`config.mk`:
```
export PLATFORM = sky130hd
export DESIGN_NAME = scan_seq_3_6
export DESIGN_NICKNAME = d
export VERILOG_FILES = /design/src/rtl/scan_seq_3_6.sv
export SDC_FILE = /design/constraint.sdc
export NUM_CORES = 1
export LEC_CHECK = 0
export ABC_AREA = 1
export CAP_MARGIN = 10
export CORE_ASPECT_RATIO = 1.1
export CORE_UTILIZATION = 55
export DETAILED_ROUTE_END_ITERATION = 8
export PLACE_DENSITY = 0.82
export SYNTH_ARGS = -nofsm -noshare
export SYNTH_HDL_FRONTEND = slang
export SYNTH_SLANG_ARGS = --single-unit
```
`constraint.sdc`:
```
create_clock -name clk -period 3.1 [get_ports clk]
set_clock_uncertainty 0.1 [all_clocks]
set_input_delay 0.93 -clock clk [delete_from_list [all_inputs] [get_ports clk]]
set_output_delay 0.93 -clock clk [all_outputs]
set_load 0.005 [all_outputs]
```
`src/rtl/scan_seq_3_6.sv`:
```
// Code sequencer for the 3-to-6 decoder select: steps a through 0..LAST at a
// programmable dwell rate (RUN) or one code per step request (IDLE).
module scan_seq_3_6 #(
    parameter int DIV       = 50000,
    parameter int DIV_WIDTH = 16,
    parameter int LAST      = 5,
    parameter int SCANS     = 0
) (
    input  logic       clk,
    input  logic       rst_n,
    input  logic       en,
    input  logic       start,
    input  logic       stop,
    input  logic       dir,
    input  logic       step,
    output logic [2:0] a,
    output logic       busy,
    output logic       tick,
    output logic       wrap,
    output logic       done
);

    typedef enum logic {IDLE, RUN} state_t;

    localparam logic [DIV_WIDTH-1:0] DIV_LAST  = DIV_WIDTH'(DIV - 1);
    localparam logic [2:0]           LAST_C    = 3'(LAST);
    localparam logic [7:0]           SCAN_LAST = 8'((SCANS == 0) ? 0 : SCANS - 1);
    localparam bit                   COUNT_SCANS = (SCANS != 0);

    state_t               state;
    logic [DIV_WIDTH-1:0] cnt;
    logic [7:0]           scan_cnt;
    logic [2:0]           adv_code;
    logic                 adv_wrap;

    function automatic logic [2:0] next_code(input logic [2:0] cur, input logic down);
        if (down)
            next_code = (cur == 3'd0) ? LAST_C : cur - 3'd1;
        else
            next_code = (cur == LAST_C) ? 3'd0 : cur + 3'd1;
    endfunction

    function automatic logic is_wrap(input logic [2:0] cur, input logic down);
        is_wrap = down ? (cur == 3'd0) : (cur == LAST_C);
    endfunction

    assign adv_code = next_code(a, dir);
    assign adv_wrap = is_wrap(a, dir);

    always_ff @(posedge clk or negedge rst_n) begin
        if (!rst_n) begin
            state    <= IDLE;
            a        <= 3'd0;
            busy     <= 1'b0;
            tick     <= 1'b0;
            wrap     <= 1'b0;
            done     <= 1'b0;
            cnt      <= '0;
            scan_cnt <= 8'd0;
        end else begin
            tick <= 1'b0;
            wrap <= 1'b0;
            done <= 1'b0;
            case (state)
                IDLE: begin
                    // stop outranks start, which outranks step
                    if (!stop) begin
                        if (start) begin
                            state    <= RUN;
                            busy     <= 1'b1;
                            cnt      <= '0;
                            scan_cnt <= 8'd0;
                        end else if (step) begin
                            a    <= adv_code;
                            tick <= 1'b1;
                            wrap <= adv_wrap;
                        end
                    end
                end
                RUN: begin
                    if (stop) begin
                        state    <= IDLE;
                        busy     <= 1'b0;
                        cnt      <= '0;
                        scan_cnt <= 8'd0;
                    end else if (en) begin
                        if (cnt == DIV_LAST) begin
                            cnt  <= '0;
                            a    <= adv_code;
                            tick <= 1'b1;
                            wrap <= adv_wrap;
                            // only wraps taken while running count toward auto-stop
                            if (adv_wrap && COUNT_SCANS) begin
                                if (scan_cnt == SCAN_LAST) begin
                                    done     <= 1'b1;
                                    scan_cnt <= 8'd0;
                                    state    <= IDLE;
                                    busy     <= 1'b0;
                                end else begin
                                    scan_cnt <= scan_cnt + 8'd1;
                                end
                            end
                        end else begin
                            cnt <= cnt + 1'b1;
                        end
                    end
                end
                default: state <= IDLE;
            endcase
        end
    end

endmodule

```
==> results of run 1 <==
-- per-layer routing --
metal	wire, um	GRT usage, %
met5	0	0
met4	60	8.571
met3	128	3.333
met2	1438	43.47
met1	1315	31.22
-- layout make-up --
| cell class | instances | area (sq um) |
|---|---|---|
| fillers | 202 | 754.5 |
| well taps | 30 | 37.54 |
| inverters | 24 | 90.09 |
| repair buffers | 13 | 127.6 |
| multi-input cells | 137 | 685.7 |
| clock buffers | 4 | 26.28 |
| flip-flops and latches | 23 | 575.6 |
-- per-stage QoR --
step	instance area, sq um	hold WS (ns)	cells	setup slack, ns
after floorplan	1366	0.3747	186	1.202
after global placement	1516	0.3950	227	0.4871
after detailed placement	1516	0.4074	227	0.4228
after CTS	1543	0.4419	231	0.7482
after global routing	1543	0.4746	231	0.5482
final	1543	0.4375	231	0.7461
-- path summary, 6_finish.rpt --
kind / slack (ns) / endpoint / start
min reg2reg: 0.44 / busy / busy
max in group asynchronous: 1.81 / wrap / rst_n
max: 0.75 / a[2] / a[2]
min in group asynchronous: 0.85 / cnt[14] / rst_n
min: 0.44 / busy / busy
max reg2reg: 1.41 / cnt[8] / state
-- flip-flops by register name (all words and copies together) (netlist names) --
register	count
wrap	1
state	1
busy	1
cnt	16
tick	1
a	3
-- report_power, final --
part / internal (W) / leakage (nW) / switching (W)
sequential: 0.000323 / 0.312 / 0.0000327
clock: 0.0000504 / 0.0150 / 0.0000877
combinational: 0.0000772 / 0.397 / 0.0000887
total: 0.000451 / 0.724 / 0.000209
-- cell families (layout without fill, tap and decap cells) --
logic type | Yosys count | in the layout | share of synthesized area (%)
buffers and inverters | 26 | 41 | 7.692
adder cells (fa/ha/maj) | 1 | 1 | 0.9156
XOR/XNOR | 2 | 2 | 1.282
flip-flops | 23 | 23 | 42.12
other | 1 | 1 | 0.2745
AO/OA/AOI/OAI | 22 | 22 | 10.53
AND/OR/NAND/NOR | 111 | 111 | 37.18
-- placed cells by master (no fill, tap or decap), types with 2 or more instances in the layout --
cell              n
nand3_1          11
clkdlybuf4s50_1  12
o21bai_1          3
o21ai_1           2
nor2_1           26
a21oi_2           2
nand2_2           5
o21ai_0           5
inv_1            22
nor2_2            3
nand4_1           4
nand3_2           2
xor2_1            2
a21oi_1           5
dfrtp_1          23
clkbuf_4          3
nor3_1            5
nand2_1          51
==> metrics.md, run 1 <==
| Metric | Value |
|---|---|
| Outcome | finished, final reports clean |
| Clock buffer depth | 2 |
| Clock sinks | 23 |
| GRT overflow | 0 |
| Largest net degree at the start of global routing | 24 |
| Max transition margin | 62.54% |
| Clock transition at path regs | 0.12 ns |
| Residual DRC count | 0 |
| Crit path max fanout | 7 |
| Total power | about 0.00066 W |
| Util after Layout | approximately two thirds |
| Final Setup Violations | 0 |
| Worst Reg-to-Reg Cells | 6 |
| Top cell type's share of synthesized area | between 40% and 50% |
| Setup tns final | 0 ns |
| Vias per cell | 5.519 |
| Cell taking the most area after synthesis | dfrtp_1 |
| Synth Cell Area | around 1400 sq um |
| Top cells by count, synth | nand2_1 (51), nor2_1 (26), dfrtp_1 (23) |
| Clock root buffer | clkbuf_4 |
| Num rows | 18 |
| CTS tree | yes |
| Vias in the first global route | 1117 |
| Final WL | between 2 and 3 mm |
| Die area | approximately 2700 sq um |
| Cell count after synthesis | roughly 190 |
| Most frequent cell after synthesis | nand2_1 |
| GRT Overall Usage | around 25% |
| Number of diodes | 0 |
| Global-route wire length before repair | just under 5 mm |
| CP Launch Type | flop |
| Clock latency on the worst-skew pair | around 0.31 ns |
| Number of synthesized flops with an enable pin | 0 |
| Die height | around 54 um |
| Worst path arrival time | 1.32 ns |
| Inserted Clock Buffers | 3 |
| PostCTS Resize Cnt | 0 |
| Hpwl dp | between 2 and 2.5 mm |
| Die X | approximately 50 um |
| Wire per inst | between 10 and 15 um |
| Sequential area share after synthesis | about 42% |
| VDD IR max | approximately 0.38 mV |
| Crit path kind | flop to output pin |
| Iter 0 DRT Violations | 38 |
| Postcts setup bufs | 0 |
| Pwr/cell area | between 400 and 500 nW/um^2 |
| Initial antenna violation count | 0 |
| CP required | 2.07 ns |
| Port-buffer cells | 12 |
| Netlist cell types | 30 |
| Hold depth | 2 |
| Post-DRT Antenna Nets | 0 |
| DRT Pass-1 Iters | 4 |
| Post-synthesis area per instance | 7.346 sq um |
| Critical path's top delay family | buffers and inverters |
| Crit path depth | 1 |
| Via Count | approximately 1300 |
| Final #Nets | between 200 and 250 |
| Crit-path max cell delay | 0.54 ns |
| Max_cap viols | 0 |
| Global placement routability congestion | approximately 0.95 |
| CP bufs+invs | 1 |
| CTS H-tree depth | 1 |
| Seq cells post-synth | 23 |
| Worst Tran Pin Value | roughly 0.56 ns |
| Leakage | ~0.72 nW |
| Net Count, Synth | between 150 and 200 |
| Fmax | between 400 and 500 MHz |
| Max Slew Vio Count | 0 |
| Worst setup EP type | output pin |
| Synthesis Warnings | 0 |
| Most common flop cell mapped by yosys | dfrtp_1 |
| Final Hold Viols | 0 |
| Fraction of registers with async set/reset | 100.0% |
| Main area contributors after synthesis | dfrtp_1 (42%), nand2_1 (14%), nor2_1 (7.1%) |
| Period utilisation layout | ~76% |
| Starting Density | slightly below 60% |
| Crit path max-delay cell type | clkdlybuf4s50_1 |
| Cts hold-fix bufs | 0 |
| Area Growth Syn to Fin | 12.91% |
| Share of layout cells above drive strength 1 | a little over a tenth |
| Tmin final | 2.354 ns |
| Core area | ~2300 sq um |
| RSZ-0062 raised after global routing | false |
| CP cell instances | clkdlybuf4s50_1 |
| I/O Pins | 14 |
| Hold Crit Class | flop to flop |
(Power assumes the default switching activity.)
==> run 2, diff against run 1 <==
--- a/config.mk
+++ b/config.mk
@@ -8,9 +8,9 @@
 export ABC_AREA = 1
 export CAP_MARGIN = 10
 export CORE_ASPECT_RATIO = 1.1
-export CORE_UTILIZATION = 55
+export CORE_UTILIZATION = 50
 export DETAILED_ROUTE_END_ITERATION = 8
-export PLACE_DENSITY = 0.82
+export PLACE_DENSITY = 0.78
 export SYNTH_ARGS = -nofsm -noshare
 export SYNTH_HDL_FRONTEND = slang
 export SYNTH_SLANG_ARGS = --single-unit
==> constraint.sdc (replaced) <==
create_clock -name clk -period 2 [get_ports clk]
set_clock_uncertainty 0.1 [all_clocks]
set_input_delay 0.6 -clock clk [delete_from_list [all_inputs] [get_ports clk]]
set_output_delay 0.6 -clock clk [all_outputs]
set_load 0.005 [all_outputs]
==> run 2 against run 1 <==
  * Non-clock buffer count grew 10
  * Global-route usage shrank 0.72 points
  * Clock-buffer cell count is the same
  * Core utilization shrank 3.0 points
  * First-iteration DRC count grew 2.6%
  * Total power grew 67%
  * Design area grew 5.8%
  * Via count grew 0.63%
  * Worst setup slack lost 0.66 ns
  * Cell count grew 4.8%
  * Critical endpoint is now a[1]
  * Critical path depth is the same
  * Critical path type unchanged
  * Register-to-register slack lost 1.1 ns
==> metrics.md, run 2 (synthesized netlist as in run 1, its figures left out) <==
| Metric | Value |
|---|---|
| Max_cap viols | 0 (unchanged) |
| Crit path max-delay cell type | clkdlybuf4s50_1 (unchanged) |
| Post-Layout Inst Area | 1633 sq um (was 1543 sq um) |
| Sequential Power Share | 47.9% (was 53.9%) |
| Die X | 51.84 um (was 49.52 um) |
| Port-buffer cells | 12 (unchanged) |
| Clk pwr share | 19.9% (was 20.9%) |
| Max Slew Vio Count | 0 (unchanged) |
| Hold Crit Class | flop to flop (unchanged) |
| Clock latency on the worst-skew pair | 0.31 ns (about the same) |
| Worst setup EP type | output pin (unchanged) |
| Number of diodes | 0 (unchanged) |
| Placed inst area | 1575 sq um (was 1516 sq um) |
| Worst Reg-to-Reg Cells | 8 (was 6) |
| GRT Overall Usage | 23.83% (was 24.55%) |
| P_sw | 0.0003423 W (was 0.0002091 W) |
| Crit-path max cell delay | 0.51 ns (was 0.54 ns) |
| Via Count | 1283 (was 1275) |
| Placed insts | 234 (was 227) |
| Clock buffer depth | 2 (unchanged) |
| Util after Layout | 64.19% (was 67.16%) |
| CP cell instances | clkdlybuf4s50_1 (unchanged) |
| Inserted Clock Buffers | 3 (unchanged) |
| Top reg by flops | cnt (unchanged) |
| GRT overflow | 0 (unchanged) |
| Initial antenna violation count | 0 (unchanged) |
| Largest net degree at the start of global routing | 24 (unchanged) |
| Fmax | 522.0 MHz |
| Clock sinks | 23 (unchanged) |
| CP required | 1.30 ns (was 2.07 ns) |
| I/O Pins | 14 (unchanged) |
| Die area | 2946 sq um (was 2688 sq um) |
| Net Sw Frac | 31.06% (was 31.67%) |
| Critical R2R Launch | cnt[1] (was state) |
| Core area | 2544 sq um (was 2297 sq um) |
| Iter 0 DRT Violations | 39 (was 38) |
| Most common cell after layout, fill and taps aside | nand2_1 (unchanged) |
| Final Setup Violations | 0 (unchanged) |
| Worst Hold Launch | cnt[15] (was busy) |
| Vias in the first global route | 1283 (was 1117) |
| Hold depth | 2 (unchanged) |
| CTS H-tree depth | 1 (unchanged) |
| Setup tns final | 0 ns (unchanged) |
| Worst path arrival time | 1.22 ns (was 1.32 ns) |
| Final WL | 3.090 mm (was 2.943 mm) |
| Post-DRT Antenna Nets | 0 (unchanged) |
| Area Growth Syn to Fin | 19.51% (was 12.91%) |
| RSZ-0062 raised after global routing | false (unchanged) |
| Final #Nets | 220 (was 210) |
| Max reg flops | 16 (unchanged) |
| VDD IR max | 0.7610 mV (was 0.3814 mV) |
| Pwr/cell area | 675.1 nW/um^2 (was 427.9 nW/um^2) |
| Final Hold Viols | 0 (unchanged) |
| Global-route wire length before repair | 5.244 mm (was 4.885 mm) |
| DRT Pass-1 Iters | 4 (unchanged) |
| Leakage | 0.7763 nW (was 0.7238 nW) |
| Worst R2R Setup Slack | 0.29 ns (was 1.41 ns) |
| Comb power frac | 32.2% (was 25.1%) |
| Global placement routability congestion | 0.9043 (was 0.9534) |
| Die height | 56.83 um (was 54.28 um) |
| Pint | 0.0007599 W (was 0.0004511 W) |
| CTS tree | yes (unchanged) |
| Critical path's top delay family | buffers and inverters (unchanged) |
| Total power | 0.001102 W (was 0.0006601 W) |
| Period utilisation layout | 95.79% |
| Hpwl dp | 2.344 mm (was 2.322 mm) |
| Tmin final | between 1.5 and 2 ns |
| CP Launch Type | flop (unchanged) |
| Reg2reg end | cnt[3] (was cnt[8]) |
| Outcome | finished, final reports clean (unchanged) |
| Fin cells | 242 (was 231) |
| Residual DRC count | 0 (unchanged) |
| Clock transition at path regs | 0.13 ns (was 0.12 ns) |
| Num rows | 19 (was 18) |
| Crit path kind | flop to output pin (unchanged) |
| Clock root buffer | clkbuf_4 (unchanged) |
| Wire per inst | 12.77 um (was 12.74 um) |
| Starting Density | 53.71% (was 59.48%) |
| Top Registers | cnt x16, a x3 (unchanged) |
| Share of layout cells above drive strength 1 | 15.17% (was 10.45%) |
| CP bufs+invs | 1 (unchanged) |
| Crit path max fanout | 3 (was 7) |
| Most frequent cells in the layout | nand2_1 (51), nor2_1 (26), inv_1 (22), dfrtp_1 (22), clkdlybuf4s50_1 (12) (was nand2_1 (51), nor2_1 (26), dfrtp_1 (23)) |
| Worst Hold End | cnt[15] (was busy) |
| Cts hold-fix bufs | 0 (unchanged) |
| Vias per cell | 5.302 (was 5.519) |
-- run 2: changes by cell type in the layout (fill, tap and decap cells not counted) --
cell and change:
buf_4 +9, buf_12 +1, dfrtp_2 +1, dfrtp_1 -1
-- run 2: power by group through the flow --
stage	Sequential (W)	Clock, W	Combinational, W
6_report	0.000528	0.000220	0.000355
5_1_grt	0.000532	0.000236	0.000394
4_1_cts	0.000545	0.000221	0.000295
3_5_place_dp	0.000559	0	0.000275
3_3_place_gp	0.000552	0	0.000264
2_1_floorplan	0.000552	0	0.000141
-- run 2: worst max path at each step --
stage	to	depth (start not counted)	start
finish	a[1]	1	a[1]
global route	cnt[8]	9	start
CTS	a[1]	1	a[1]
detailed placement	cnt[15]	11	start
global placement	cnt[8]	9	start
floorplan	cnt[8]	8	start
-- run 2: per-layer routing --
metal | vias up | wire length [um] | global-route usage [%]
met2 | 33 | 1567 | 38.83
met4 | 0 | 34 | 11.20
met5 | - | 0 | 0
met1 | 603 | 1387 | 29.76
met3 | 4 | 102 | 4.336
li1 | 643 | - | -
-- run 2: final cells by class --
type                    count  area, sq um
multi-input cells         137        685.7
inverters                  24        90.09
repair buffers             23        215.2
clock buffers               4        26.28
flip-flops and latches     23        576.8
fillers                   204        910.9
well taps                  31        38.79
-- run 2: worst reg2reg max path: cells and delay by family (launching register included) --
kind          cells  cell delay, ns
flops             1            0.40
fa+ha+maj         1            0.20
simple gates      6            0.73
buf+inv           1            0.17
-- run 2: metrics by stage --
step	setup slack [ns]	hold WS, ns
floorplan	0.4316	0.2044
global placement	-0.09933	0.3935
global route	0.007791	0.4845
detailed placement	-0.1651	0.4233
finish	0.08411	0.4579
CTS	0.01716	0.4496
-- run 2: what timing repair did --
item                       in CTS  in global routing
setup endpoints to repair       2                  2
setup buffers                   1                  3
resized for setup               1                  0
gates cloned                    0                  0
